===== config.mk =====
export PLATFORM = sky130hd
export DESIGN_NAME = muldiv_seq
export DESIGN_NICKNAME = d
export VERILOG_FILES = /design/src/rtl/muldiv_seq.sv
export SDC_FILE = /design/constraint.sdc
export NUM_CORES = 1
export LEC_CHECK = 0
export CORE_UTILIZATION = 40
export CTS_CLUSTER_DIAMETER = 30
export DETAILED_ROUTE_END_ITERATION = 8
export HOLD_SLACK_MARGIN = 0.03
export SYNTH_ARGS = -nofsm -noshare
export SYNTH_HDL_FRONTEND = slang
export SYNTH_SLANG_ARGS = --single-unit

===== constraint.sdc =====
create_clock -name clk -period 13.6 [get_ports clk]
set_input_delay 2.04 -clock clk [delete_from_list [all_inputs] [get_ports clk]]
set_output_delay 2.04 -clock clk [all_outputs]
set_load 0.005 [all_outputs]

===== src/rtl/muldiv_seq.sv =====
// muldiv_seq: multi-cycle shift-add multiply / restoring divide unit with busy/ready handshake
module muldiv_seq #(
  parameter int WIDTH = 32,
  parameter int CNT_W = $clog2(WIDTH) + 1
) (
  input  logic               clk,
  input  logic               reset,
  input  logic               start_i,
  input  logic [1:0]         op_i,
  input  logic [WIDTH-1:0]   opa_i,
  input  logic [WIDTH-1:0]   opb_i,
  input  logic               annul_i,
  output logic               busy_o,
  output logic               ready_o,
  output logic [2*WIDTH-1:0] result_o,
  output logic               dbz_o
);
  typedef enum logic [1:0] {IDLE, CALC, DONE} stateT;
  stateT state, nextState;
  logic [CNT_W-1:0] cnt;
  logic isDiv, sgnDiff, negA;
  logic [WIDTH-1:0] opd, magA, magB, diff, quot, rem;
  logic [2*WIDTH-1:0] acc, accNext, prod;
  logic [WIDTH:0] sum, shifted;
  logic accept, divZero, lastIter, signedOp, inNegA, inNegB, qBit;
  assign signedOp = ~op_i[0];
  assign inNegA = signedOp & opa_i[WIDTH-1];
  assign inNegB = signedOp & opb_i[WIDTH-1];
  assign magA = inNegA ? -opa_i : opa_i;
  assign magB = inNegB ? -opb_i : opb_i;
  assign accept = start_i & ~annul_i & (state != CALC);
  assign divZero = op_i[1] & (opb_i == '0);
  assign lastIter = cnt == CNT_W'(WIDTH - 1);
  assign busy_o = state == CALC;
  assign ready_o = state == DONE;
  // next state: annul wins, divide-by-zero bypasses the iteration phase
  always_comb begin
    nextState = state;
    if (state == CALC) nextState = annul_i ? IDLE : (lastIter ? DONE : CALC);
    else nextState = accept ? (divZero ? DONE : CALC) : IDLE;
  end
  // state register
  always_ff @(posedge clk) begin
    state <= reset ? IDLE : nextState;
  end
  // one iteration step: mul adds opd into the upper half and shifts right; div shifts left and trial-subtracts
  always_comb begin
    sum = {1'b0, acc[2*WIDTH-1:WIDTH]} + (acc[0] ? {1'b0, opd} : '0);
    shifted = acc[2*WIDTH-1:WIDTH-1];
    qBit = shifted >= {1'b0, opd};
    diff = shifted[WIDTH-1:0] - opd;
    accNext = isDiv ? {qBit ? diff : shifted[WIDTH-1:0], acc[WIDTH-2:0], qBit} : {sum, acc[WIDTH-1:1]};
    prod = sgnDiff ? -accNext : accNext;
    quot = sgnDiff ? -accNext[WIDTH-1:0] : accNext[WIDTH-1:0];
    rem = negA ? -accNext[2*WIDTH-1:WIDTH] : accNext[2*WIDTH-1:WIDTH];
  end
  // operand latch, accumulator iteration and result commit
  always_ff @(posedge clk) begin
    if (reset) begin
      cnt <= '0;
      acc <= '0;
      opd <= '0;
      isDiv <= 1'b0;
      sgnDiff <= 1'b0;
      negA <= 1'b0;
      result_o <= '0;
      dbz_o <= 1'b0;
    end else begin
      cnt <= (state == CALC) ? cnt + 1'b1 : '0;
      if (accept && divZero) begin
        result_o <= {opa_i, {WIDTH{1'b1}}};
        dbz_o <= 1'b1;
      end else if (accept) begin
        isDiv <= op_i[1];
        sgnDiff <= inNegA ^ inNegB;
        negA <= inNegA;
        opd <= op_i[1] ? magB : magA;
        acc <= {{WIDTH{1'b0}}, op_i[1] ? magA : magB};
      end else if (state == CALC && !annul_i) begin
        acc <= accNext;
        if (lastIter) begin
          result_o <= isDiv ? {rem, quot} : prod;
          dbz_o <= 1'b0;
        end
      end
    end
  end
endmodule

# Yosys cells after proc, flatten, opt, wreduce, memory -nomap -nowiden
# Cells that the tools add are included.
dict set report totals {
  wordCells 70
  in_bits 70
  ff_bits 172
}
dict set report classes {
  n_eq_ne 5
  addsub 8
  bitwise 10
  order_cmp 1
  reduce_logical 11
  muxes 26
}
# op count
set op_table {}
lappend op_table {{two-way mux 64 bit} 9}
lappend op_table {{two-way mux 32 bit} 8}
lappend op_table {{negator 32 bit} 4}
lappend op_table {{negator 64 bit} 1}
lappend op_table {{adder 32 x 32 -> 33 bit} 1}
lappend op_table {{>= comparator 33 x 32 -> 1 bit} 1}
lappend op_table {{zero test 32 bit} 1}
lappend op_table {{subtractor 32 bit} 1}
lappend op_table {{two-way mux 2 bit} 5}
lappend op_table {{adder 6 x 1 -> 6 bit, second input constant} 1}
lappend op_table {{equality test 6 x 5 -> 1 bit, second input constant} 1}
lappend op_table {{nonzero test 2 bit} 3}
lappend op_table {{bitwise AND 1 bit} 5}
lappend op_table {{two-way mux 1 bit} 4}
lappend op_table {{!= test 2 x 1 -> 1 bit, second input constant} 2}
lappend op_table {{NOT 1 bit} 4}
lappend op_table {{AND reduction 2 bit} 2}
lappend op_table {{AND reduction 3 bit} 1}
lappend op_table {{equality test 2 x 1 -> 1 bit, second input constant} 1}
lappend op_table {{equality test 2 bit, second input constant} 1}
lappend op_table {{logical AND 1 bit} 2}
lappend op_table {{OR reduction 2 bit} 1}
lappend op_table {{zero test 1 bit} 1}
lappend op_table {{XOR 1 bit} 1}

# Depth between registers and ports, before layout
# Gate-level depths: netlist of the first run.
dict set report logic_depth {
  word_depth 10
  mapped_depth 25
}

# Worst setup path after synthesis of the first run
# No wires, ideal clock.
dict set report synth_path {
  path_kind {register to register}
  start {register isDiv}
  end {register result_o[56]}
  arrival_ns 5.335
  path_stages_with_launch 24
  setup_time_ns 0.091
  t_required_ns 13.509
  synth_period_minus_slack_ns 5.426
  setup_slack_ns 8.174
  cell_sequence {dfxtp_1 buf_6 buf_2 buf_1 buf_1 clkbuf_1 buf_2 buf_2 buf_1 nand2_1 o21ai_0 ha_1 o21ai_0 or3_1 clkbuf_1 or3_4 or4b_4 nand2b_1 nand2_1 nand3_1 o21ai_0 xnor2_1 nor2_1 a311oi_1}
}
dict set report synth_via {
  elab_chain_len 8
}
# item line
set synth_rtl {}
lappend synth_rtl {{start, declared} 21} ;# logic isDiv, sgnDiff, negA;
lappend synth_rtl {{start signal, assigned} 74} ;# isDiv <= op_i[1];
lappend synth_rtl {{two-way mux 64 bit} 52} ;# accNext = isDiv ? {qBit ? diff : shifted[WIDTH-1:0], acc[WIDTH-2:0], qBit} : {sum, acc[WIDTH-1:1]};
lappend synth_rtl {{negator 64 bit or negator 32 bit (tied branches)} {53, 55}}
lappend synth_rtl {{two-way mux 64 bit or two-way mux 32 bit (tied branches)} {53, 55}}
lappend synth_rtl {{two-way mux 64 bit (*)} 82} ;# result_o <= isDiv ? {rem, quot} : prod;
lappend synth_rtl {{two-way mux 64 bit (*)} 81} ;# if (lastIter) begin
lappend synth_rtl {{two-way mux 64 bit (*)} 79} ;# end else if (state == CALC && !annul_i) begin
lappend synth_rtl {{two-way mux 64 bit (*)} 73} ;# end else if (accept) begin
lappend synth_rtl {{two-way mux 64 bit (*)} 70} ;# if (accept && divZero) begin
lappend synth_rtl {{end signal, assigned} 71} ;# result_o <= {opa_i, {WIDTH{1'b1}}};
lappend synth_rtl {{end signal, assigned} 82}
lappend synth_rtl {{end, declared} 15} ;# output logic [2*WIDTH-1:0] result_o,
# Mark *: on every way between the ends. The rest lies on a longest branch, timed or not. The select of a mux whose other input is x is not followed.
# A chain may end at the register's enable or synchronous reset.

# Final worst setup path of the first run
dict set report layout_path {
  start {register opd[20]}
  end {register result_o[36]}
}
dict set report layout_via {
  elab_chain_len 10
}
# item line
set layout_rtl {}
lappend layout_rtl {{start, declared} 22} ;# logic [WIDTH-1:0] opd, magA, magB, diff, quot, rem;
lappend layout_rtl {{start signal, assigned} 77} ;# opd <= op_i[1] ? magB : magA;
lappend layout_rtl {{>= comparator 33 x 32 -> 1 bit (*)} 50} ;# qBit = shifted >= {1'b0, opd};
lappend layout_rtl {{two-way mux 32 bit} 52}
lappend layout_rtl {{two-way mux 64 bit (*)} 52}
lappend layout_rtl {{negator 64 bit or negator 32 bit (tied branches)} {53, 55}}
lappend layout_rtl {{two-way mux 64 bit or two-way mux 32 bit (tied branches)} {53, 55}}
lappend layout_rtl {{two-way mux 64 bit (*)} 82}
lappend layout_rtl {{two-way mux 64 bit (*)} 81}
lappend layout_rtl {{two-way mux 64 bit (*)} 79}
lappend layout_rtl {{two-way mux 64 bit (*)} 73}
lappend layout_rtl {{two-way mux 64 bit (*)} 70}
# Marked as above.

==> impl_metrics.env, run 1 <==
export IMPL_status="completed"
export IMPL_combPwrFrac_pct=29.6
export IMPL_cellLeakagePower_uw=0.00640
export IMPL_n_fill_cell=3884
export IMPL_setup_tns_final_ps=0
export IMPL_cts_made_buffers=17
export IMPL_dieArea_um2=39100
export IMPL_startpoint_type="flop"
export IMPL_internal_power_uw=933
export IMPL_syn_area_um2=15300
export IMPL_cp_data_arrival_time_ps=6590
export IMPL_crit_family="simple AND/OR/NAND/NOR gates"
export IMPL_core_area_um2=37700
export IMPL_cp_cell_sequence="inv_1, ha_1, nand2_1, nor3_1, a32oi_1, nand4_1, nor2_2, nand2_1, o21ai_0, ha_1, o21ai_0, or3_1, or3_4, or4b_4, nand2b_1, nand2_1, a41oi_1, xnor2_1, a211oi_1, a21oi_1, nor2_1"
export IMPL_ios=137
export IMPL_ys_types=93
export IMPL_clock_skew_ps=19.8
export IMPL_ys_seq_area_share_pct=22.5
export IMPL_rsz0062_at_grt="false"
export IMPL_sw_frac_of_total_pct=38.3
export IMPL_hold_viol_final=0
export IMPL_htree_num_levels=4
export IMPL_drt_wirelength_per_cell_um=23.5
export IMPL_route_detailed_drc=0
export IMPL_ir_drop_uv=73.8
export IMPL_min_path_type="flop to flop"
export IMPL_worstSetupPathType="flop to flop"
export IMPL_syn_to_final_growth_pct=14.7
export IMPL_drive_gt1_share_pct=5.49
export IMPL_die_h_um=198
export IMPL_first_global_vias=15100
export IMPL_hold_ws_ps=473
export IMPL_crit_fanout=9
export IMPL_relSlewSlack_pct=21.5
export IMPL_post_cts_resized=0
export IMPL_io_buffers=136
export IMPL_synth_area_top_cells="dfxtp_1, nor2_1, a21oi_1"
export IMPL_p_seq_share_pct=35.2
export IMPL_end_kind="flop"
export IMPL_grt_start_max_net_pins=91
export IMPL_synthFlopType="dfxtp_1"
export IMPL_switchingPower_uw=580
export IMPL_min_period_ps=6260
export IMPL_cts_hold_fix_buffers=0
export IMPL_async_reset_ff_share_pct=0
export IMPL_drt_iter0_drc=1788
export IMPL_vias_per_cell=6.20
export IMPL_cts_tree="done"
export IMPL_fmax_ghz=0.160
export IMPL_drv_slew=0
export IMPL_slowest_stage="or4b_4"
export IMPL_tightestPinTransition_ps=1180
export IMPL_p_per_area_nw_per_um2=86.1
export IMPL_grt_pass1_wl_um=94300
export IMPL_synth_top_area_cell="dfxtp_1"
export IMPL_clock_sinks=172
export IMPL_slowest_delay_ps=570
export IMPL_post_cts_buffers=0
export IMPL_fin_util_pct=46.6
export IMPL_nets=2313
export IMPL_wl_um=63400
export IMPL_first_pass_iters=5
export IMPL_cp_num_buf_inv=1
export IMPL_rows=71
export IMPL_clockBufferDepth=2
export IMPL_die_w_um=198
export IMPL_synth_net_count=2278
export IMPL_floorplan_initialDensity_pct=40.6
export IMPL_worstSkewPairLatency_ps=470
export IMPL_overflow=0
export IMPL_path_common_cell="nand2_1"
export IMPL_synthCells=2137
export IMPL_place_congestion=1.00
export IMPL_p_clk_share_pct=35.2
export IMPL_fin_crit_sh_pct=46.0
export IMPL_synth_edff_count=0
export IMPL_gr_usage_all_layers_pct=32.2
export IMPL_dp_hpwl_um=48400
export IMPL_clk_pin_slew_worst_paths_ps=90
export IMPL_yosysWarnings=0
export IMPL_cts_root_buf="clkbuf_16"
export IMPL_setup_viol=0
export IMPL_max_cap_viol_count=0
export IMPL_yosys_register_bits=172
export IMPL_critPathRequiredTime_ps=13930
export IMPL_vias=16700
export IMPL_antenna_found_initial=2
export IMPL_synth_top_area_share_pct=22.5
export IMPL_antenna_left=0
export IMPL_avgSynthCellArea_um2=7.16
==> metrics by stage <==
stage	worst slack (ps)	cell area [um^2]	std cells	power, uW
final	7340	17600	2697	1510
after floorplan	8170	15300	2137	827
after CTS	7520	17600	2696	1500
after global placement	7540	16900	2664	975
after detailed placement	7530	16900	2664	977
after global routing	7030	17600	2696	1570
==> cells in the mapped netlist (16+ instances only) <==
library cell  instances
nor3_1               74
xnor2_1              98
nor4_1               20
nor2b_1              21
a221oi_1             27
dfxtp_1             172
o21ai_0              91
nand2_1             225
xor2_1               66
nand2b_1             18
o211ai_1             46
ha_1                 69
and2_1               45
a31oi_1              48
nand4_1              25
o31ai_1              17
nor2_1              277
clkbuf_1            116
and3_1               16
a21oi_1             197
nand3_1              51
inv_1                65
mux2i_1              35
a211oi_1             58
==> state kept, by name, indices dropped and copies added, names as in the netlist <==
register / count
acc: 64
result_o: 64
opd: 32
cnt: 6
state: 2
dbz_o: 1
isDiv: 1
negA: 1
sgnDiff: 1
==> layout by cell type, fill, tap and decap left out, drive strengths merged, types with 15 or more instances in the layout <==
cell type	n
o31ai	20
xnor2	98
o211ai	46
a221oi	29
clkdlybuf4s50	134
nor2b	21
nor2	278
mux2i	37
nand4	25
o21a	15
a211oi	58
ha	69
xor2	66
clkbuf	17
nor4	22
dfxtp	172
nand2	226
and2	46
or3	16
a31oi	48
nor3	75
and3	16
o21ai	96
nand2b	18
inv	72
nand3	52
buf	27
a21oi	199
==> cells by family after synthesis <==
| logic type | count (synthesis) | share of synthesized area, % |
|---|---|---|
| compound gates | 637 | 27.7 |
| xor+xnor | 164 | 9.38 |
| fa+ha+maj | 71 | 5.90 |
| buf+inv | 210 | 5.43 |
| flops | 172 | 22.5 |
| mux | 51 | 3.61 |
| simple gates | 832 | 25.5 |
==> tightest hold or removal path: cells and delay by family, from the launching register on <==
kind | cells | cell delay (ps)
AND/OR/NAND/NOR | 1 | 60
flip-flops | 1 | 320
AO/OA/AOI/OAI | 1 | 50
==> power groups by stage <==
stage	sequential, uW	combinational (uW)	clock [uW]
after global routing	534	477	555
after floorplan	536	290	0
after detailed placement	544	433	0
after CTS	532	436	535
after global placement	544	432	0
final	533	447	533
==> cell type report <==
class / count / area, um^2 / share of cell area [%]
repair buffers: 161 / 1540 / 8.78
flip-flops and latches: 172 / 3450 / 19.6
inverters: 65 / 244 / 1.39
multi-input cells: 1755 / 11100 / 63.0
diodes: 1 / 2.50 / 0.0142
well taps: 511 / 639 / 3.64
clock inverters: 15 / 199 / 1.13
clock buffers: 17 / 425 / 2.42
==> final timing paths <==
kind,endpoint,start,slack [ps],depth (start not counted)
max,result_o[36]$_SDFFE_PP0P_,opd[20]$_SDFFE_PP0P_,7340,21
max reg2reg,result_o[36]$_SDFFE_PP0P_,opd[20]$_SDFFE_PP0P_,7340,21
min reg2reg,opd[6]$_SDFFE_PP0P_,opd[6]$_SDFFE_PP0P_,470,2
min,opd[6]$_SDFFE_PP0P_,opd[6]$_SDFFE_PP0P_,470,2
==> per-layer routing <==
metal	global-route usage, %	vias to the layer above	share of wire [%]
met5	0	-	0.025
met4	15.5	2	4.5
met3	4.58	121	8.0
met2	46.9	805	42
met1	46.1	7983	45
li1	-	7813	-
Note: power is estimated with default switching activity, not from simulation.
==> run 2: changes to the inputs <==
- clock period: 13.6 -> 6.5 ns (I/O delays scaled with it)
==> run 2 against run 1 <==
Count of clock-buffer cells in the layout increased by 2; core utilization increased by 0.15 points; cell area grew 0.32%; die area stayed put; sequential power increased by 110%; worst setup slack got worse by 6600 ps; register-to-register slack worse by 6600 ps; sequential share of layout area down 0.063 points; via count rose by 0.65%; combinational power increased by 110%; power up 110%; fmax rose by 8.5%; critical endpoint is now result_o[58]$_SDFFE_PP0P_.
==> impl_metrics.env, run 2 (synthesis results as in run 1) <==
export IMPL_status="completed"
export IMPL_tightestPinTransition_ps=1080
export IMPL_setup_ws_ps=726
export IMPL_most_common_layout_cells="nor2_1, nand2_1, a21oi_1"
export IMPL_rsz0062_at_grt="false"
export IMPL_min_period_ps=5770
export IMPL_gr_usage_met1_pct=46.0
export IMPL_worstSetupPathType="flop to flop"
export IMPL_cts_hold_fix_buffers=0
export IMPL_antenna_left=0
export IMPL_top_regs="acc: 64 flops, result_o: 64 flops, opd: 32 flops"
export IMPL_setup_viol=0
export IMPL_mostFrequentLayoutCell="nor2_1"
export IMPL_drv_slew=0
export IMPL_clk_pin_slew_worst_paths_ps=70
export IMPL_max_cap_viol_count=0
export IMPL_min_path_type="flop to flop"
export IMPL_core_area_um2=37700
export IMPL_grt_busiest_layer="met2"
export IMPL_startpoint_type="flop"
export IMPL_clock_skew_ps=19.8
export IMPL_first_pass_iters=7
export IMPL_cp_data_arrival_time_ps=6170
export IMPL_met2_usage_pct=47.5
export IMPL_die_h_um=198
export IMPL_grt_start_max_net_pins=91
export IMPL_vias=16800
export IMPL_vias_per_cell=6.22
export IMPL_cp_cell_sequence="inv_1, ha_1, a21oi_1, o21ai_0, a221oi_1, a21boi_4, nor2_2, nand2_1, o21ai_0, ha_1, o21ai_0, or3_1, or3_4, or4b_4, nor3_2, nor2_1, nand4b_4, o31ai_2, xnor2_1, nand2_1, a31oi_1"
export IMPL_route_detailed_drc=0
export IMPL_grtUsageMet3_pct=5.58
export IMPL_cts_root_buf="clkbuf_16"
export IMPL_post_cts_buffers=0
export IMPL_io_buffers=136
export IMPL_dieArea_um2=39100
export IMPL_crit_path_start="opd[12]$_SDFFE_PP0P_"
export IMPL_end_kind="flop"
export IMPL_worstSkewPairLatency_ps=480
export IMPL_cts_tree="done"
export IMPL_crit_fanout=8
export IMPL_slowest_delay_ps=560
export IMPL_hold_viol_final=0
export IMPL_ios=137
export IMPL_rows=71
export IMPL_htree_num_levels=4
export IMPL_clockBufferDepth=2
export IMPL_drt_wirelength_per_cell_um=23.7
export IMPL_nets=2324
export IMPL_fin_util_pct=46.8
export IMPL_antenna_found_initial=1
export IMPL_critPathRequiredTime_ps=6900
export IMPL_overflow=0
export IMPL_clock_sinks=172
export IMPL_dp_hpwl_um=49200
export IMPL_setup_tns_final_ps=0
export IMPL_place_congestion=0.974
export IMPL_grt_pass1_wl_um=95600
export IMPL_reg2reg_depth=21
export IMPL_p_per_area_nw_per_um2=179
export IMPL_cellLeakagePower_uw=0.00644
export IMPL_r2r_start="opd[12]$_SDFFE_PP0P_"
export IMPL_floorplan_initialDensity_pct=40.6
export IMPL_fin_crit_sh_pct=88.8
export IMPL_rr_endpoint="result_o[58]$_SDFFE_PP0P_"
export IMPL_slowest_stage="a221oi_1"
export IMPL_wl_um=64300
export IMPL_ir_drop_uv=194
export IMPL_antenna_cells=0
export IMPL_drt_iter0_drc=1874
export IMPL_drive_gt1_share_pct=5.87
export IMPL_cts_made_buffers=17
export IMPL_crit_path_end="result_o[58]$_SDFFE_PP0P_"
export IMPL_finalPower_uw=3150
export IMPL_post_cts_resized=0
export IMPL_fmax_ghz=0.173
export IMPL_die_w_um=198
export IMPL_first_global_vias=15100
export IMPL_relSlewSlack_pct=27.8
export IMPL_syn_to_final_growth_pct=15.1
export IMPL_dp_slack_ps=841
export IMPL_path_common_cell="o21ai_0"
export IMPL_reg2reg_slack_ps=730
export IMPL_gr_usage_all_layers_pct=32.8
## run 2: final cells by class
type / count / area (um^2)
repair buffers: 172 / 1640
well taps: 511 / 639
fillers: 3890 / 20000
inverters: 65 / 244
flip-flops and latches: 172 / 3450
multi-input cells: 1755 / 11100
clock inverters: 13 / 155
clock buffers: 19 / 433
## run 2: how the worst min path moves through the flow
stage,from,end,slack [ps],depth (start not counted)
3_5_place_dp,cnt[0]$_SDFF_PP0_,cnt[0]$_SDFF_PP0_,450,1
5_1_grt,opd[18]$_SDFFE_PP0P_,opd[18]$_SDFFE_PP0P_,480,2
4_1_cts,opd[23]$_SDFFE_PP0P_,opd[23]$_SDFFE_PP0P_,470,2
3_3_place_gp,cnt[0]$_SDFF_PP0_,cnt[0]$_SDFF_PP0_,450,1
6_report,opd[21]$_SDFFE_PP0P_,opd[21]$_SDFFE_PP0P_,460,2
2_1_floorplan,cnt[0]$_SDFF_PP0_,cnt[0]$_SDFF_PP0_,430,1
## run 2: power by group
| part | leakage, uW | internal, uW | switching (uW) | total [uW] |
|---|---|---|---|---|
| Sequential | 0.00139 | 1080 | 35.3 | 1110 |
| Combinational | 0.00477 | 321 | 620 | 941 |
| Clock | 0.000284 | 578 | 518 | 1100 |
## run 2: critical path: cells and delay by family, from the launching register on
kind,cells,cell delay [ps]
buf+inv,1,60
fa+ha+maj,2,620
xor+xnor,1,140
compound gates,8,1970
simple gates,9,2540
flops,1,350
## run 2: per-layer routing
metal	part of all wire, %	vias to the layer above	routed length [um]
met4	5.3	2	3380
met5	0.020	-	13
li1	-	7822	-
met1	45	8087	29100
met3	7.7	145	4920
met2	42	777	26800
## run 2: per-stage QoR
step,cell area [um^2],hold WS (ps),instances
6_report,17600,464,2707
3_5_place_dp,17000,451,2675
5_1_grt,17600,485,2707
2_1_floorplan,15300,426,2137
4_1_cts,17600,465,2707
3_3_place_gp,17000,446,2675
==> run 3: changes to the inputs <==
- SKIP_CTS_REPAIR_TIMING: unset -> 1
==> results of run 3 <==
Same layout as run 2: the final DEF is identical, and so are final timing and power.
